### config.mk
export PLATFORM = sky130hd
export DESIGN_NAME = obstacle_detector_array_flat
export DESIGN_NICKNAME = d
export VERILOG_FILES = /design/src/rtl/obstacle_detector_array_if.sv /design/src/rtl/obstacle_detector_array.sv /design/src/flat_wrapper.sv
export SDC_FILE = /design/constraint.sdc
export NUM_CORES = 1
export LEC_CHECK = 0
export ABC_AREA = 1
export CELL_PAD_IN_SITES_DETAIL_PLACEMENT = 0
export CELL_PAD_IN_SITES_GLOBAL_PLACEMENT = 1
export CORE_MARGIN = 2
export CORE_UTILIZATION = 46
export DETAILED_ROUTE_END_ITERATION = 10
export MAX_ROUTING_LAYER = met4
export PLACE_DENSITY = 0.85
export SLEW_MARGIN = 20
export SYNTH_ARGS = -nofsm -noshare
export SYNTH_HDL_FRONTEND = slang
export SYNTH_SLANG_ARGS = --single-unit
### constraint.sdc
create_clock -name clk -period 2.85 [get_ports clk]
set_input_delay 0.855 -clock clk [delete_from_list [all_inputs] [get_ports clk]]
set_output_delay 0.855 -clock clk [all_outputs]
set_load 0.1 [all_outputs]
### src/rtl/obstacle_detector_array_if.sv
// Bundle of the per-channel sensor inputs and detector outputs.
// master: the pin-mapping side (drives enables and sensors).
// slave: the detector itself.
interface obstacle_detector_array_if #(
  parameter int NUM_CH = 2
);
  logic [NUM_CH-1:0]   ch_en;
  logic [NUM_CH-1:0]   sensor;
  logic [NUM_CH-1:0]   obstacle;
  logic [2*NUM_CH-1:0] buzz_level;
  logic [NUM_CH-1:0]   buzz_out;
  logic                window_done;

  modport master (
    output ch_en, sensor,
    input  obstacle, buzz_level, buzz_out, window_done
  );

  modport slave (
    input  ch_en, sensor,
    output obstacle, buzz_level, buzz_out, window_done
  );
endinterface

### src/rtl/obstacle_detector_array.sv
// Multi-channel obstacle detector: per channel a 2-flop synchroniser, a
// debouncer, windowed occupancy measurement quantised to a 2-bit urgency
// level, and a buzzer whose beep rate follows that level.
module obstacle_detector_array #(
  parameter int NUM_CH    = 2,
  parameter int DEB_LEN   = 4,
  parameter int WIN_LEN   = 256,
  parameter int BEEP_BASE = 64
) (
  input  logic                      clk,
  input  logic                      reset,
  obstacle_detector_array_if.slave  bus
);
  localparam int DW = $clog2(DEB_LEN);
  localparam int WW = $clog2(WIN_LEN);
  localparam int BW = $clog2(2 * BEEP_BASE);

  localparam logic [DW-1:0]   DEB_LAST = DW'(DEB_LEN - 1);
  localparam logic [WW-1:0]   WIN_LAST = WW'(WIN_LEN - 1);
  // Quarter thresholds compared against 4*total, so no division is needed.
  localparam logic [WW+2:0]   Q1       = (WW + 3)'(WIN_LEN);
  localparam logic [WW+2:0]   Q2       = (WW + 3)'(2 * WIN_LEN);
  localparam logic [WW+2:0]   Q3       = (WW + 3)'(3 * WIN_LEN);
  localparam logic [BW-1:0]   H1_LAST  = BW'(2 * BEEP_BASE - 1);
  localparam logic [BW-1:0]   H2_LAST  = BW'(BEEP_BASE - 1);

  logic [NUM_CH-1:0] sync1;
  logic [NUM_CH-1:0] sync2;
  logic [NUM_CH-1:0] obstacle_q;
  logic [DW-1:0]     deb_cnt [NUM_CH];

  logic [WW-1:0]     win_cnt;
  logic [WW:0]       occ [NUM_CH];
  logic [1:0]        level [NUM_CH];
  logic              window_done_q;

  logic [BW-1:0]     beep_cnt [NUM_CH];
  logic [NUM_CH-1:0] buzz_ph;
  logic [NUM_CH-1:0] en_q;

  logic              win_end;
  logic [NUM_CH-1:0] hit;
  logic [WW:0]       total [NUM_CH];
  logic [WW+2:0]     total_x4 [NUM_CH];
  logic [1:0]        next_level [NUM_CH];

  assign win_end = (win_cnt == WIN_LAST);
  assign hit     = obstacle_q & bus.ch_en;

  // Quantise the window occupancy (including the final cycle) to a level.
  always_comb begin
    for (int i = 0; i < NUM_CH; i++) begin
      total[i]    = occ[i] + (WW + 1)'(hit[i]);
      total_x4[i] = {total[i], 2'b00};
      if (total_x4[i] >= Q3)      next_level[i] = 2'd3;
      else if (total_x4[i] >= Q2) next_level[i] = 2'd2;
      else if (total_x4[i] >= Q1) next_level[i] = 2'd1;
      else                        next_level[i] = 2'd0;
    end
  end

  // Synchronise the raw sensors and debounce them into the obstacle state.
  always_ff @(posedge clk) begin
    if (reset) begin
      sync1      <= '0;
      sync2      <= '0;
      obstacle_q <= '0;
      for (int i = 0; i < NUM_CH; i++) deb_cnt[i] <= '0;
    end else begin
      sync1 <= bus.sensor;
      sync2 <= sync1;
      for (int i = 0; i < NUM_CH; i++) begin
        if (sync2[i] == obstacle_q[i]) begin
          deb_cnt[i] <= '0;
        end else if (deb_cnt[i] == DEB_LAST) begin
          obstacle_q[i] <= ~obstacle_q[i];
          deb_cnt[i]    <= '0;
        end else begin
          deb_cnt[i] <= deb_cnt[i] + DW'(1);
        end
      end
    end
  end

  // Window counter, occupancy accumulation and level update at window end.
  always_ff @(posedge clk) begin
    if (reset) begin
      win_cnt       <= '0;
      window_done_q <= 1'b0;
      for (int i = 0; i < NUM_CH; i++) begin
        occ[i]   <= '0;
        level[i] <= 2'd0;
      end
    end else begin
      win_cnt       <= win_cnt + WW'(1);
      window_done_q <= win_end;
      for (int i = 0; i < NUM_CH; i++) begin
        if (win_end) begin
          level[i] <= next_level[i];
          occ[i]   <= '0;
        end else if (!bus.ch_en[i]) begin
          occ[i] <= '0;
        end else begin
          occ[i] <= total[i];
        end
      end
    end
  end

  // Beep pattern generator; a level change restarts the pattern phase.
  always_ff @(posedge clk) begin
    if (reset) begin
      en_q    <= '0;
      buzz_ph <= '0;
      for (int i = 0; i < NUM_CH; i++) beep_cnt[i] <= '0;
    end else begin
      en_q <= bus.ch_en;
      for (int i = 0; i < NUM_CH; i++) begin
        if (win_end && (next_level[i] != level[i])) begin
          beep_cnt[i] <= '0;
          buzz_ph[i]  <= (next_level[i] == 2'd3);
        end else begin
          case (level[i])
            2'd0: begin
              beep_cnt[i] <= '0;
              buzz_ph[i]  <= 1'b0;
            end
            2'd3: begin
              beep_cnt[i] <= '0;
              buzz_ph[i]  <= 1'b1;
            end
            default: begin
              if (beep_cnt[i] == ((level[i] == 2'd1) ? H1_LAST : H2_LAST)) begin
                beep_cnt[i] <= '0;
                buzz_ph[i]  <= ~buzz_ph[i];
              end else begin
                beep_cnt[i] <= beep_cnt[i] + BW'(1);
              end
            end
          endcase
        end
      end
    end
  end

  // Pack the per-channel levels onto the output bus.
  always_comb begin
    bus.buzz_level = '0;
    for (int i = 0; i < NUM_CH; i++) bus.buzz_level[2*i +: 2] = level[i];
  end

  assign bus.obstacle    = obstacle_q;
  assign bus.buzz_out    = buzz_ph & en_q;
  assign bus.window_done = window_done_q;
endmodule
### src/flat_wrapper.sv
// flat-port wrapper written by rule: the top's interface ports become plain ports
module obstacle_detector_array_flat 
#(
  parameter int NUM_CH    = 2,
  parameter int DEB_LEN   = 4,
  parameter int WIN_LEN   = 256,
  parameter int BEEP_BASE = 64
)
  (clk, reset, bus_ch_en, bus_sensor, bus_obstacle, bus_buzz_level, bus_buzz_out, bus_window_done);
  obstacle_detector_array_if #(.NUM_CH(NUM_CH)) bus_i ();
  input  logic clk;
  input  logic reset;
  input wire logic [$bits(bus_i.ch_en)-1:0] bus_ch_en;
  input wire logic [$bits(bus_i.sensor)-1:0] bus_sensor;
  output wire logic [$bits(bus_i.obstacle)-1:0] bus_obstacle;
  output wire logic [$bits(bus_i.buzz_level)-1:0] bus_buzz_level;
  output wire logic [$bits(bus_i.buzz_out)-1:0] bus_buzz_out;
  output wire logic [$bits(bus_i.window_done)-1:0] bus_window_done;
  assign bus_i.ch_en = bus_ch_en;
  assign bus_i.sensor = bus_sensor;
  assign bus_obstacle = bus_i.obstacle;
  assign bus_buzz_level = bus_i.buzz_level;
  assign bus_buzz_out = bus_i.buzz_out;
  assign bus_window_done = bus_i.window_done;
  obstacle_detector_array #(.NUM_CH(NUM_CH), .DEB_LEN(DEB_LEN), .WIN_LEN(WIN_LEN), .BEEP_BASE(BEEP_BASE)) u_core (.clk(clk), .reset(reset), .bus(bus_i));
endmodule
* Word level (Yosys, flattened, before mapping)
Memory sizes are Yosys's and may differ from the RTL's. Cells that the tools add are included.
Cells by class: bitwise gates (word level) 32, muxes and demuxes 123, equality and inequality tests 15, magnitude comparators 6, add/subtract/negate cells 7, reduce and logical (&&, ||, !) cells 10
Operators by type and width (count):
- two-way mux 1 bit | 91
- two-way mux 7 bit | 12
- two-way mux 9 bit | 6
- >= comparator 11 x 10 -> 1 bit (second input constant) | 4
- two-way mux 2 bit | 12
- bitwise OR 1 bit | 24
- >= comparator 11 x 9 -> 1 bit (second input constant) | 2
- adder 9 x 1 -> 9 bit | 2
- adder 7 x 1 -> 7 bit (second input constant) | 2
- == test 7 bit | 2
- == test 2 bit (second input constant) | 6
- adder 8 x 1 -> 8 bit (second input constant) | 1
- == test 8 bit (second input constant) | 1
- nonzero test 4 bit | 2
- NOT 1 bit | 6
- adder 2 x 1 -> 2 bit (second input constant) | 2
- AND 2 bit | 2
- == test 2 x 1 -> 1 bit (second input constant) | 2
- zero test 2 bit | 2
- != test 2 bit | 2
- case mux 1 bit (2 select lines) | 2
- AND reduction 2 bit | 2
- OR reduction 2 bit | 2
- == test 1 bit | 2
- logical AND 1 bit | 2
Word-level totals: RAM bits 40, bits in registers 19, output and inout bits 9, word-level logic and storage cells 206, memories kept 4
Memory list:
- u_core.occ | words 2, width 9, rd ports 2, clocked after memory_dff 0, wr ports 2, line obstacle_detector_array.sv:33 | logic [WW:0] occ [NUM_CH];
- u_core.beep_cnt | words 2, width 7, rd ports 2, clocked after memory_dff 0, wr ports 2, line obstacle_detector_array.sv:37 | logic [BW-1:0] beep_cnt [NUM_CH];
- u_core.deb_cnt | words 2, width 2, rd ports 2, clocked after memory_dff 0, wr ports 2, line obstacle_detector_array.sv:30 | logic [DW-1:0] deb_cnt [NUM_CH];
- u_core.level | words 2, width 2, rd ports 2, clocked after memory_dff 0, wr ports 2, line obstacle_detector_array.sv:34 | logic [1:0] level [NUM_CH];

* Logic depth before layout (Yosys ltp)
Gate-level depths: netlist of the first run.
word-level depth 16, gate-level depth with buffers 19

* Least setup slack after synthesis of the first run
OpenSTA, ideal clock, no wires.
path kind register to register, from reg u_core.obstacle_q[0] (netlist: u_core.bus.obstacle[0]), to mem u_core.beep_cnt[0][0] (netlist bit), enable pin, cell stages (with the launch flop) 17, path slack 0.053 ns, data required time 2.519 ns, clock period less this slack 2.797 ns, data arrival time 2.467 ns, path buffers 0, cell sequence dfxtp_1 nand2_1 inv_1 ha_1 ha_1 nand2_1 nor2_4 nand2_1 nand2_1 nand2_2 inv_4 nand2_1 nand2_1 nand2_1 nand2_2 nand2_4 nand3_1
RTL lines:
- start, declared | line obstacle_detector_array.sv:29 | logic [NUM_CH-1:0] obstacle_q;
- start signal, assigned by index | line obstacle_detector_array.sv:76 | obstacle_q[i] <= ~obstacle_q[i];
- end, declared | line obstacle_detector_array.sv:37

==> results of run 1 <==
[layout make-up]
cell class	count	area [um^2]
tap	77	96.3
inverter	55	211
timing repair buffer	34	268
clock inverter	6	63.8
fill	583	2640
clock buffer	10	138
sequential	59	1580
multi-input combinational	256	1390
[cells in the final DEF, fill, tap and decap left out, types with 9 or more instances in the layout]
| cell | count |
|---|---|
| buf_4 | 29 |
| dfxtp_1 | 19 |
| nand2_1 | 58 |
| nor2_1 | 62 |
| ha_1 | 11 |
| a21oi_1 | 13 |
| conb_1 | 29 |
| clkbuf_8 | 10 |
| edfxtp_1 | 40 |
| nand3_1 | 20 |
| inv_1 | 49 |
| o21ai_0 | 9 |
[stage by stage]
stage	hold slack [ps]	setup TNS [ps]	utilization (%)	worst slack, ps	std cells
2_1_floorplan	388	0	-	52.6	372
3_3_place_gp	397	-5090	54.9	-266	480
3_5_place_dp	397	-6510	54.9	-326	480
4_1_cts	407	0	58.0	35.5	496
5_1_grt	446	0	58.6	2.63	497
6_report	404	0	58.6	158	497
[registers in the layout (all words and copies together), names as in the netlist, 4 cells and up]
signal	flops
u_core.occ	18
u_core.beep_cnt	14
u_core.win_cnt	8
u_core.deb_cnt	4
u_core.level	4
[power by group]
part / switching, uW / leakage, uW / internal [uW]
Sequential: 33.7 / 0.000573 / 966
Combinational: 138 / 0.00103 / 74.8
Clock: 352 / 0.0000987 / 427
[worst min path at each step]
stage | startpoint | end | slack [ps] | depth (start not counted)
floorplan | u_core.sync1[0] | u_core.sync2[0] | 390 | 2
global placement | u_core.sync1[1] | u_core.sync2[1] | 400 | 2
detailed placement | u_core.sync1[1] | u_core.sync2[1] | 400 | 2
CTS | u_core.sync1[1] | u_core.sync2[1] | 410 | 2
global route | u_core.sync1[1] | u_core.sync2[1] | 450 | 2
finish | u_core.sync1[1] | u_core.sync2[1] | 400 | 2
[worst min-delay path, cell delays in order, from the launching register on]
cell and delay [ps]:
dfxtp_1 300, inv_1 40, nor2_1 30
[what timing repair did]
| item | 4_1_cts | 5_1_grt |
|---|---|---|
| hold buffers | 0 | 0 |
| gates resized for setup | 0 | 8 |
| setup endpoints to repair | 0 | 22 |
| setup buffers | 0 | 2 |
[per-layer routing]
metal | track usage (%) | wire, um | up-vias
met2 | 27.6 | 2450 | 34
met3 | 4.86 | 209 | 7
met1 | 19.5 | 2480 | 1033
met5 | - | 0 | -
met4 | 7.50 | 81 | 0
li1 | - | - | 1216
[cells by family after synthesis]
kind of cell | share of synthesized area, %
AND/OR/NAND/NOR | 26.0
flip-flops | 51.8
buffers and inverters | 7.22
AO/OA/AOI/OAI | 4.67
adder cells (fa/ha/maj) | 6.15
XOR/XNOR | 4.02
other | 0.123
==> results.md, run 1 <==
* Clock Sinks at 59
* Hold violation count in the final report at 0
* Reg2Reg Depth at 17
* Max Transition Viols Final at 0
* Fin crit share at 94.5%
* Worst VDD drop at 0.337 mV
* DR WL/cell at 10.5 um
* Core Area at 6390 um^2
* Synth area leader: edfxtp_1
* Die area at 7300 um^2
* Final Total Pwr at 1990 uW
* Clock Latency Late Sink at 340 ps
* Leading post-synthesis cells by cell area: edfxtp_1 39%, dfxtp_1 12%, nor2_1 7.6%, nand2_1 7.4%, ha_1 6.2%
* Starting Density at 47.8%
* IO Pins at 15
* Finished Cell Area at 3740 um^2
* R2R Path Start: u_core.bus.obstacle[1]
* Crit path to: u_core.beep_cnt[1][3]
* CP endpoint kind: flop
* TritonRoute pass-1 iters at 5
* Synthesized area per cell at 8.87 um^2
* Antenna Violating Nets Remaining at 0
* WP data arrival at 2790 ps
* Critical path's top delay family: simple AND/OR/NAND/NOR gates
* Vias per cell at 4.61
* CTS Root Cell: clkbuf_8
* Crit path buf inv count at 3
* All-Layer GR Usage at 17.0%
* PD cells at 532 nW/um^2
* Die width at 85.5 um
* Crit path kind: input port to flop
* Bufs on Longest Clock Path at 2
* LEAKAGE at 0.00171 uW
* Status: completed
* Final WL at 5.22 mm
* Placed Area at 3500 um^2
* Vias in the first global route at 2,258
* Synth warn at 0
* Critical path launch point type: input port
* Row count at 29
* Max Cap Viol at 0
* Synth top cells by count: 62 x nor2_1, 60 x nand2_1, 49 x inv_1
* Critical Path, Cell by Cell: clkdlybuf4s50_1 > nand2_1 > inv_1 > ha_2 > ha_2 > nand2_2 > nor2_4 > nand2_1 > nand2_1 > nand2_2 > inv_4 > nand2_1 > nand2_1 > nand2_1 > nand2_2 > nand2_4 > nand3_4 > nor2_1
* DRC Markers at 0
* Sequential fraction of the synthesis area at 51.8%
* Path length in cells of the critical path at 18
* Max Fclk at 371 MHz
* Total CTS buffers at 9
* FFs w/ async S/R, synth at 0%
* Routability congestion estimate at 0.780
* R2R Setup Slk at 750 ps
* Antenna cells at 0
* CTS tree: built
* Area Overhead vs Synth at 22.7%
* Post-synth EDFFs at 40
* Nets at 436
* Most frequent cell on the critical path: nand2_1
* First-pass GRT wire length at 9.37 mm
* Largest net degree at the start of global routing at 12
* Synth top area share at 39.4%
* CTS H-tree lvls at 3
* Final setup viols at 0
* Layout cells sized above 1 at 18.1%
* Initial antenna violation count at 0
* Synth Register Bits at 59
* Critical Path Max Stage Delay at 480 ps
* Period minus WS final at 2690 ps
* Initial DRC Count at 97
* Most frequent cell after synthesis: nor2_1
* Critical Path Fanout Max at 7
* Reg2reg end: u_core.beep_cnt[1][3]
* Slowest CP cell: clkdlybuf4s50_1
* Skew final at 8.69 ps
* RSZ-0062 raised after global routing: false
* IO buf count at 14
* Cell area after synthesis at 3050 um^2
* Crit. Startpoint: bus_ch_en[1]
* Via count at 2,290
* Mapped Cells at 344
* Library cells used by synthesis at 33
* Worst Hold Class: flop to flop
* Post-DP HPWL at 3.92 mm
* Top FF cell, synth: edfxtp_1
* Global route overflow at 0
* Clk pin slew, worst setup/hold paths at 70 ps
* WP data required at 2950 ps
* Die Height at 85.5 um
(Power assumes the default switching activity.)
==> run 2, diff against run 1 <==
--- a/config.mk
+++ b/config.mk
@@ -9,10 +9,10 @@
 export CELL_PAD_IN_SITES_DETAIL_PLACEMENT = 0
 export CELL_PAD_IN_SITES_GLOBAL_PLACEMENT = 1
 export CORE_MARGIN = 2
-export CORE_UTILIZATION = 46
+export CORE_UTILIZATION = 50
 export DETAILED_ROUTE_END_ITERATION = 10
 export MAX_ROUTING_LAYER = met4
-export PLACE_DENSITY = 0.85
+export PLACE_DENSITY = 0.91
 export SLEW_MARGIN = 20
 export SYNTH_ARGS = -nofsm -noshare
 export SYNTH_HDL_FRONTEND = slang
==> constraint.sdc (replaced) <==
create_clock -name clk -period 3.2 [get_ports clk]
set_input_delay 0.96 -clock clk [delete_from_list [all_inputs] [get_ports clk]]
set_output_delay 0.96 -clock clk [all_outputs]
set_load 0.1 [all_outputs]
==> run 2 against run 1 <==
Sequential cell count unchanged. Via count down 2.2%. Critical path depth down 1. Worst hold slack better by 8.2 ps. Clock power down 7.7%. Global-route usage up 0.81 points. Largest power group unchanged.
==> results.md, run 2 (synthesis results as in run 1) <==
* Initial DRC Count at 94 (-3.1%)
* Skew final at 5.90 ps (-2.79 ps)
* TritonRoute pass-1 iters at 4 (-1)
* Nets at 428 (-1.8%)
* RSZ-0062 raised after global routing: false
* Die width at 82.1 um (-3.9%)
* CTS Root Cell: clkbuf_8
* Worst VDD drop at 0.323 mV (-4.2%)
* Post-place setup slack at -90.7 ps (+235 ps)
* All-Layer GR Usage at 17.8% (+0.81 points)
* Vias in the first global route at 2,038 (-9.7%)
* Max Fclk at 340 MHz
* Filler instances at 541 (-7.2%)
* FF+latch area at 1580 um^2 (unchanged)
* M2 GR Usage at 28.6% (+0.99 points)
* Via count at 2,240 (-2.2%)
* Clock Sinks at 59 (unchanged)
* Layout cells sized above 1 at 14.3% (-3.8 points)
* Clk pin slew, worst setup/hold paths at 70 ps (about the same)
* Worst Hold Class: flop to flop
* Largest register FFs at 18 (unchanged)
* CTS H-tree lvls at 3 (unchanged)
* Global route overflow at 0 (unchanged)
* IO buf count at 14 (unchanged)
* LEAKAGE at 0.00168 uW (-1.4%)
* Core Area at 5920 um^2 (-7.3%)
* CTS Hold Bufs at 0 (unchanged)
* WP data arrival at 2950 ps (+160 ps)
* DR WL/cell at 10.5 um (+0.39%)
* WHS at 413 ps (+8.16 ps)
* GRT Max-Usage Layer: met2
* Slowest CP cell: clkdlybuf4s50_1
* Fin crit share at 92.0%
* Status: completed
* Min setup slack post-route at 257 ps (+99.2 ps)
* Area of the multi-input gates at 1360 um^2 (-2.2%)
* Critical path's top delay family: simple AND/OR/NAND/NOR gates
* PD cells at 490 nW/um^2 (-8.0%)
* Top reg by flops: u_core.occ
* Initial antenna violation count at 0 (unchanged)
* Antenna cells at 0 (unchanged)
* Commonest non-fill, non-tap cell in the layout: nor2_1
* Antenna Violating Nets Remaining at 0 (unchanged)
* Max Transition Viols Final at 0 (unchanged)
* IO Pins at 15 (unchanged)
* Post-DP HPWL at 3.79 mm (-3.3%)
* Largest net degree at the start of global routing at 12 (unchanged)
* PostCTS Resize Cnt at 0 (unchanged)
* Final WL at 5.13 mm (-1.6%)
* Critical Path Max Stage Delay at 470 ps (about the same)
* Die Height at 82.1 um (-3.9%)
* DRC Markers at 0 (unchanged)
* Critical Path Fanout Max at 7 (unchanged)
* First-pass GRT wire length at 8.57 mm (-8.5%)
* Clock Latency Late Sink at 330 ps (about the same)
* Top Registers: u_core.occ (18), u_core.beep_cnt (14), u_core.win_cnt (8)
* Setup bufs post-CTS at 0 (unchanged)
* CTS tree: built
* Routing usage on met3 at 3.91% (-0.95 points)
* Vias per cell at 4.60 (-0.17%)
* Critical Path, Cell by Cell: clkdlybuf4s50_1 > nand2_1 > inv_1 > ha_1 > ha_1 > nand2_1 > nor2_4 > nand2_1 > nand2_1 > nand2_2 > inv_4 > nand2_1 > nand2_1 > nand2_1 > nand2_2 > nand2_4 > nand3_1
* Die area at 6740 um^2 (-7.6%)
* Max Cap Viol at 0 (unchanged)
* Starting Density at 51.5% (+3.8 points)
* Most frequent cells in the layout: 62 x nor2_1, 60 x nand2_1, 49 x inv_1, 40 x edfxtp_1, 29 x conb_1
* Row count at 28 (-3.4%)
* Met1 Resource Use GR at 20.9% (+1.4 points)
* Final setup viols at 0 (unchanged)
* CP endpoint kind: flop
* Total CTS buffers at 9 (unchanged)
* Routability congestion estimate at 0.752 (-3.6%)
* Bufs on Longest Clock Path at 2 (unchanged)
* WP data required at 3210 ps (+260 ps)
* Hold violation count in the final report at 0 (unchanged)
* Crit path kind: input port to flop
* Period minus WS final at 2940 ps
* Most frequent cell on the critical path: nand2_1
* Critical path launch point type: input port
* Area Overhead vs Synth at 20.0%
* Crit path buf inv count at 3 (unchanged)
## run 2: where the power goes
| part | total (uW) | switching (uW) | internal [uW] |
|---|---|---|---|
| clock network | 719 | 290 | 429 |
| logic | 185 | 122 | 63.2 |
| registers | 890 | 29.3 | 860 |
| total | 1790 | 441 | 1350 |
## run 2: worst min-delay path, delay by kind of cell (launching register included)
kind                   cells  cell delay, ps
flip-flops                 1             300
buffers and inverters      1              40
AND/OR/NAND/NOR            1              30
## run 2: path summary, 6_finish.rpt
kind,slack [ps],from,depth (start not counted),to
min,410,u_core.sync1[0],2,u_core.sync2[0]
max,260,bus_ch_en[0],17,u_core.beep_cnt[0][0]
max reg2reg,950,u_core.bus.obstacle[0],16,u_core.beep_cnt[0][0]
min reg2reg,410,u_core.sync1[0],2,u_core.sync2[0]
## run 2: cell type report
type	instances	share of cell area, %
clock buffers	13	4.64
clock inverters	3	1.20
inverters	55	5.77
multi-input cells	256	37.0
flip-flops and latches	59	43.2
well taps	75	2.56
repair buffers	26	5.67
## run 2: stage by stage
step / cells / instance area (um^2) / utilization, % / total power [uW] / TNS, ps
2_1_floorplan: 372 / 3160 / - / 1040 / 0
3_3_place_gp: 471 / 3450 / 58.3 / 1090 / -191
3_5_place_dp: 471 / 3450 / 58.3 / 1090 / -997
4_1_cts: 487 / 3660 / 61.9 / 1810 / 0
5_1_grt: 487 / 3660 / 61.9 / 1890 / 0
6_report: 487 / 3660 / 61.9 / 1790 / 0
## run 2: per-layer routing
layer | wire length (um) | share of wire (%) | vias to the layer above
met5 | 0 | 0 | -
met4 | 104 | 2.0 | 0
met3 | 153 | 3.0 | 9
met2 | 2360 | 46 | 32
met1 | 2510 | 49 | 1000
li1 | - | - | 1199
==> run 3, diff against run 2 <==
--- a/config.mk
+++ b/config.mk
@@ -6,10 +6,13 @@
 export NUM_CORES = 1
 export LEC_CHECK = 0
 export ABC_AREA = 1
+export CAP_MARGIN = 20
 export CELL_PAD_IN_SITES_DETAIL_PLACEMENT = 0
 export CELL_PAD_IN_SITES_GLOBAL_PLACEMENT = 1
 export CORE_MARGIN = 2
 export CORE_UTILIZATION = 50
+export CTS_CLUSTER_DIAMETER = 120
+export CTS_CLUSTER_SIZE = 40
 export DETAILED_ROUTE_END_ITERATION = 10
 export MAX_ROUTING_LAYER = met4
 export PLACE_DENSITY = 0.91
==> results of run 3 <==
The final DEF is identical to that of run 2; final timing and power are the same.
